--- config.mk ---
export PLATFORM = sky130hd
export DESIGN_NAME = cp0_irq_ctrl
export DESIGN_NICKNAME = d
export VERILOG_FILES = /design/src/rtl/cp0_irq_ctrl.sv
export SDC_FILE = /design/constraint.sdc
export NUM_CORES = 1
export LEC_CHECK = 0
export ABC_AREA = 1
export CORE_ASPECT_RATIO = 2
export CORE_MARGIN = 5
export CORE_UTILIZATION = 45
export DETAILED_ROUTE_END_ITERATION = 12
export PLACE_DENSITY_LB_ADDON = 0.12
export SLEW_MARGIN = 25
export SYNTH_ARGS = -nofsm -noshare
export SYNTH_HDL_FRONTEND = slang
export SYNTH_SLANG_ARGS = --single-unit
--- constraint.sdc ---
create_clock -name clk -period 2.4 [get_ports clk]
set_input_delay 0.48 -clock clk [delete_from_list [all_inputs] [get_ports clk]]
set_output_delay 0.48 -clock clk [all_outputs]
set_load 0.01 [all_outputs]
--- src/rtl/cp0_irq_ctrl.sv ---
`default_nettype none
// ============================================================================
//  Module      : cp0_irq_ctrl
//  Description : Coprocessor-0 interrupt/exception receiver for a pipelined
//                MIPS core. Masks device IRQ lines with SR, decides whether
//                the M-stage instruction takes an exception or interrupt,
//                latches Cause/EPC, and services mfc0/mtc0/eret.
//  Ports       :
//    clk, reset           clock; synchronous active-high reset
//    cp0_addr/we/wdata    mtc0 write port (register number from rd field)
//    cp0_rdata            mfc0 read data, combinational from cp0_addr
//    pc_m, bd_m           PC and delay-slot flag of the M-stage instruction
//    exc_valid, exc_code  synchronous exception request and its ExcCode
//    hw_int               device IRQ lines HWInt[7:2]
//    eret                 eret in M stage
//    exc_take             take exception/interrupt this cycle
//    epc_out              current EPC (eret target)
//    handler_pc           constant exception vector
//  Revision    : 1.0  initial release
// ============================================================================
module cp0_irq_ctrl #(
    parameter logic [31:0] PRID       = 32'h0712_2017,
    parameter logic [31:0] HANDLER_PC = 32'h0000_4180
) (
    input  logic        clk,
    input  logic        reset,
    input  logic [4:0]  cp0_addr,
    input  logic        cp0_we,
    input  logic [31:0] cp0_wdata,
    output logic [31:0] cp0_rdata,
    input  logic [31:0] pc_m,
    input  logic        bd_m,
    input  logic        exc_valid,
    input  logic [4:0]  exc_code,
    input  logic [5:0]  hw_int,
    input  logic        eret,
    output logic        exc_take,
    output logic [31:0] epc_out,
    output logic [31:0] handler_pc
);

    localparam logic [4:0] c_ADDR_SR    = 5'd12;
    localparam logic [4:0] c_ADDR_CAUSE = 5'd13;
    localparam logic [4:0] c_ADDR_EPC   = 5'd14;
    localparam logic [4:0] c_ADDR_PRID  = 5'd15;

    // SR fields
    logic [5:0]  r_im;
    logic        r_exl;
    logic        r_ie;
    // Cause fields
    logic        r_bd;
    logic [5:0]  r_ip;
    logic [4:0]  r_exccode;
    // EPC
    logic [31:0] r_epc;

    logic        w_int_req;
    logic        w_exc_req;
    logic [31:0] w_pc_aligned;
    logic [31:0] w_epc_next;
    logic        w_unused_pc_bits;

    // Raw hw_int is used (not the registered IP) so an interrupt is seen
    // in the same cycle the line rises.
    assign w_int_req = (|(hw_int & r_im)) & r_ie & ~r_exl;
    assign w_exc_req = exc_valid & ~r_exl;
    assign exc_take  = w_int_req | w_exc_req;

    // A delay-slot instruction restarts at its branch, one word earlier.
    assign w_pc_aligned = {pc_m[31:2], 2'b00};
    assign w_epc_next   = bd_m ? (w_pc_aligned - 32'd4) : w_pc_aligned;

    assign w_unused_pc_bits = &{1'b0, pc_m[1:0]};

    assign epc_out    = r_epc;
    assign handler_pc = HANDLER_PC;

    always_ff @(posedge clk) begin
        if (reset) begin
            r_im      <= 6'd0;
            r_exl     <= 1'b0;
            r_ie      <= 1'b0;
            r_bd      <= 1'b0;
            r_ip      <= 6'd0;
            r_exccode <= 5'd0;
            r_epc     <= 32'd0;
        end else begin
            r_ip <= hw_int;
            if (exc_take) begin
                // Exception entry overrides any mtc0 or eret in the same cycle.
                r_exl     <= 1'b1;
                r_bd      <= bd_m;
                r_exccode <= w_int_req ? 5'd0 : exc_code;
                r_epc     <= w_epc_next;
            end else begin
                if (cp0_we && (cp0_addr == c_ADDR_SR)) begin
                    r_im  <= cp0_wdata[15:10];
                    r_exl <= cp0_wdata[1];
                    r_ie  <= cp0_wdata[0];
                end
                if (cp0_we && (cp0_addr == c_ADDR_EPC)) begin
                    r_epc <= {cp0_wdata[31:2], 2'b00};
                end
                if (eret) begin
                    r_exl <= 1'b0;
                end
            end
        end
    end

    // No bypass of a same-cycle mtc0: the core forwards around this.
    always_comb begin
        cp0_rdata = 32'd0;
        case (cp0_addr)
            c_ADDR_SR:    cp0_rdata = {16'd0, r_im, 8'd0, r_exl, r_ie};
            c_ADDR_CAUSE: cp0_rdata = {r_bd, 15'd0, r_ip, 3'd0, r_exccode, 2'd0};
            c_ADDR_EPC:   cp0_rdata = r_epc;
            c_ADDR_PRID:  cp0_rdata = PRID;
            default:      cp0_rdata = 32'd0;
        endcase
    end

endmodule
`default_nettype wire
==> results by group <==
Timing
  – Crit path time final: 2350 ps
  – Slew Limit Fails: 0
  – Max frequency: 0.425 GHz
  – Hold Vio Cnt, Final: 0
  – Relative max-transition margin: 0.560
  – Final setup viols: 0
  – Clock skew: 10.5 ps
  – Post-route clock period utilization: 0.981
  – Worst setup margin: 45.6 ps
  – Worst Max-Slew Pin Slew: 659 ps

Setup path
  – Reg2Reg Capture Point: epc_out[22]$_SDFFE_PP0P_
  – CP endpoint kind: output port
  – Req. time, crit path: 1920 ps
  – R2r startpoint: r_im[3]$_SDFFE_PP0P_
  – Setup crit end: cp0_rdata[26]
  – CP Launch Point: cp0_addr[3]
  – Flop-to-flop setup slack: 600 ps
  – Crit Path Max Fanout: 7
  – WP data arrival: 1870 ps
  – Critical Path Start Type: input port
  – Worst R2R Path Depth: 11
  – CP Class: input port to output port

Cells and area
  – Area Growth Syn to Fin: 43.0%
  – Final nets: 832
  – Share of cells above drive strength 1: 0.123
  – Core Util, Final: 0.656
  – Commonest non-fill, non-tap cell in the layout: nand2_1
  – Most frequent cells in the layout: 145 x nand2_1, 111 x clkdlybuf4s50_1, 79 x nor2_1
  – ANT cells: 0

Routing
  – DR vias/cell: 4.94
  – Total Wirelength: 13700 µm
  – First-pass detailed-route iteration total: 4
  – Post-DR wirelength/cell: 16.3 µm
  – DR vias: 4168
  – Starting DRC count in detailed routing: 218
  – Final ANT Viol Nets: 0
  – DRC Markers: 0

Clock network
  – Worst skew pair latency: 300 ps
  – Cts hold-fix bufs: 0
  – Clk buf depth: 2
  – Root Driver: clkbuf_16
  – Clock Pin Slew Worst Setup and Hold Paths: 60 ps
  – CTS tree: yes
  – H-tree Lvls: 2
  – Clock buffer count from CTS: 5
  – Clock sinks: 50

Placement
  – Post-DP HPWL: 11200 µm
  – GPL Wtd Cong: 0.962
  – Number of port buffers: 146
  – Dpl ws: -334 ps

Yosys
  – Top FF cell, synth: dfxtp_1
  – Post-Synthesis Cells: 594
  – Top cell type's share of synthesized area: 0.265
  – Cell Area, Synth: 3770 µm²
  – Avg Cell Area, Syn: 6.35 µm²
  – Cell variety after synth: 36
  – Sequential share of the synthesized area: 0.265
  – Async SR Flop Fraction: 0
  – EDFF count, synth: 0
  – Register bit total from synthesis: 50
  – Yosys warns: 0
  – Top cells by area, synth: dfxtp_1 27%, nand2_1 14%, nor2_1 8.0%
  – Cell taking the most area after synthesis: dfxtp_1

Pwr
  – P_leak: 2.46 nW
  – Switching Fraction: 0.308
  – Clock share of power: 0.320
  – Sequential power share: 0.404
  – Power Density: 425 nW/µm²
  – Int Power: 0.00159 W
  – Sw power: 0.000706 W
  – Worst vdd ir: 0.365 mV
  – Combinational Power Share: 0.276

Floorplanning
  – Boundary pin count: 183
  – Core outline area: 8230 µm²
  – Die width: 74.8 µm
  – Die Y-Extent: 140 µm
  – Row cnt: 47
  – Total die area: 10400 µm²
  – Starting Density: 0.459

Global route
  – Vias in the first global route: 4226
  – Initial antenna violation count: 0
  – First-pass GRT wire length: 21100 µm
  – GRT overflow: 0
  – Largest net degree at the start of global routing: 34
  – GRT Util Overall: 0.266

Min path
  – Tightest Hold Check Type: register to register

Job
  – Max_cap viols: 0

Run status
  – Status: finished clean
==> per-stage QoR <==
| stage | power [W] | instance area (µm²) | instances | hold WS (ps) | setup TNS (ps) |
|---|---|---|---|---|---|
| floorplan | 0.00128 | 3890 | 626 | 443 | 0 |
| global placement | 0.00157 | 5260 | 832 | 454 | -6140 |
| detailed placement | 0.00157 | 5260 | 832 | 455 | -6910 |
| CTS | 0.00230 | 5390 | 842 | 466 | -551 |
| global route | 0.00241 | 5400 | 844 | 503 | -24.3 |
| finish | 0.00229 | 5400 | 844 | 466 | 0 |
==> power groups by stage <==
stage	clock (W)	combinational [W]	sequential, W
after global placement	0	0.000625	0.000943
after detailed placement	0	0.000630	0.000944
after global routing	0.000782	0.000692	0.000932
after floorplan	0	0.000324	0.000955
final	0.000734	0.000633	0.000926
after CTS	0.000749	0.000630	0.000926
==> Yosys cell counts (10+ instances only) <==
library cell and instances:
nand2_1 145, nor2_1 80, inv_1 72, dfxtp_1 50
buf_4 38, a21oi_1 32, o21ai_0 29, nand3_1 24
o21ai_1 13, xor2_1 13, nor2_2 10
==> registers in the layout (all words and copies together) (netlist names) <==
register / flops
r_exl: 1
r_bd: 1
r_exccode: 5
r_im: 6
r_ie: 1
epc_out: 30
r_ip: 6
==> how the worst min path moves through the flow <==
stage	cells past startpoint	start	to	slack, ps
6_report	2	r_exccode[0]$_SDFFE_PP0N_	r_exccode[0]$_SDFFE_PP0N_	470
2_1_floorplan	2	r_exccode[0]$_SDFFE_PP0N_	r_exccode[0]$_SDFFE_PP0N_	440
4_1_cts	2	r_exccode[0]$_SDFFE_PP0N_	r_exccode[0]$_SDFFE_PP0N_	470
3_5_place_dp	2	r_exccode[0]$_SDFFE_PP0N_	r_exccode[0]$_SDFFE_PP0N_	460
3_3_place_gp	2	r_exccode[0]$_SDFFE_PP0N_	r_exccode[0]$_SDFFE_PP0N_	450
5_1_grt	2	r_exccode[0]$_SDFFE_PP0N_	r_exccode[0]$_SDFFE_PP0N_	500
==> metal layers <==
metal / vias to the layer above / track usage / routed length, µm
li1: 2098 / - / -
met1: 1889 / 0.260 / 4420
met2: 153 / 0.526 / 8010
met3: 28 / 0.0260 / 859
met4: 0 / 0.110 / 437
met5: - / 0 / 0
==> area by class of cell <==
type,instances,area (µm²)
Fill cell,801,2840
Multi-Input combinational cell,443,2240
Timing Repair Buffer,168,1590
Sequential cell,50,1000
Inverter,77,293
Clock buffer,5,125
Tap cell,98,123
Clock inverter,3,25.0
==> cells by family after synthesis <==
family	count (synthesis)	share of synthesized area
AO/OA/AOI/OAI	97	0.157
XOR/XNOR	17	0.0394
adder cells (fa/ha/maj)	1	0.00331
buffers and inverters	133	0.182
flip-flops	50	0.265
other	2	0.00199
AND/OR/NAND/NOR	294	0.351
==> worst max-delay path: stages <==
cell             delay, ps
clkdlybuf4s50_1        480
nand2_2                100
nor2_4                 120
nand2_4                 80
buf_4                  170
o21ai_0                160
dlygate4sd2_1          300
==> what timing repair did <==
action,in CTS,in global routing
endpoints found under the hold margin,0,0
setup endpoints to repair,33,22
gates resized for setup,37,37
pin swaps,0,2
cloned,0,0
setup buffers,2,2
No activity file was read; power rests on OpenSTA's default activity.
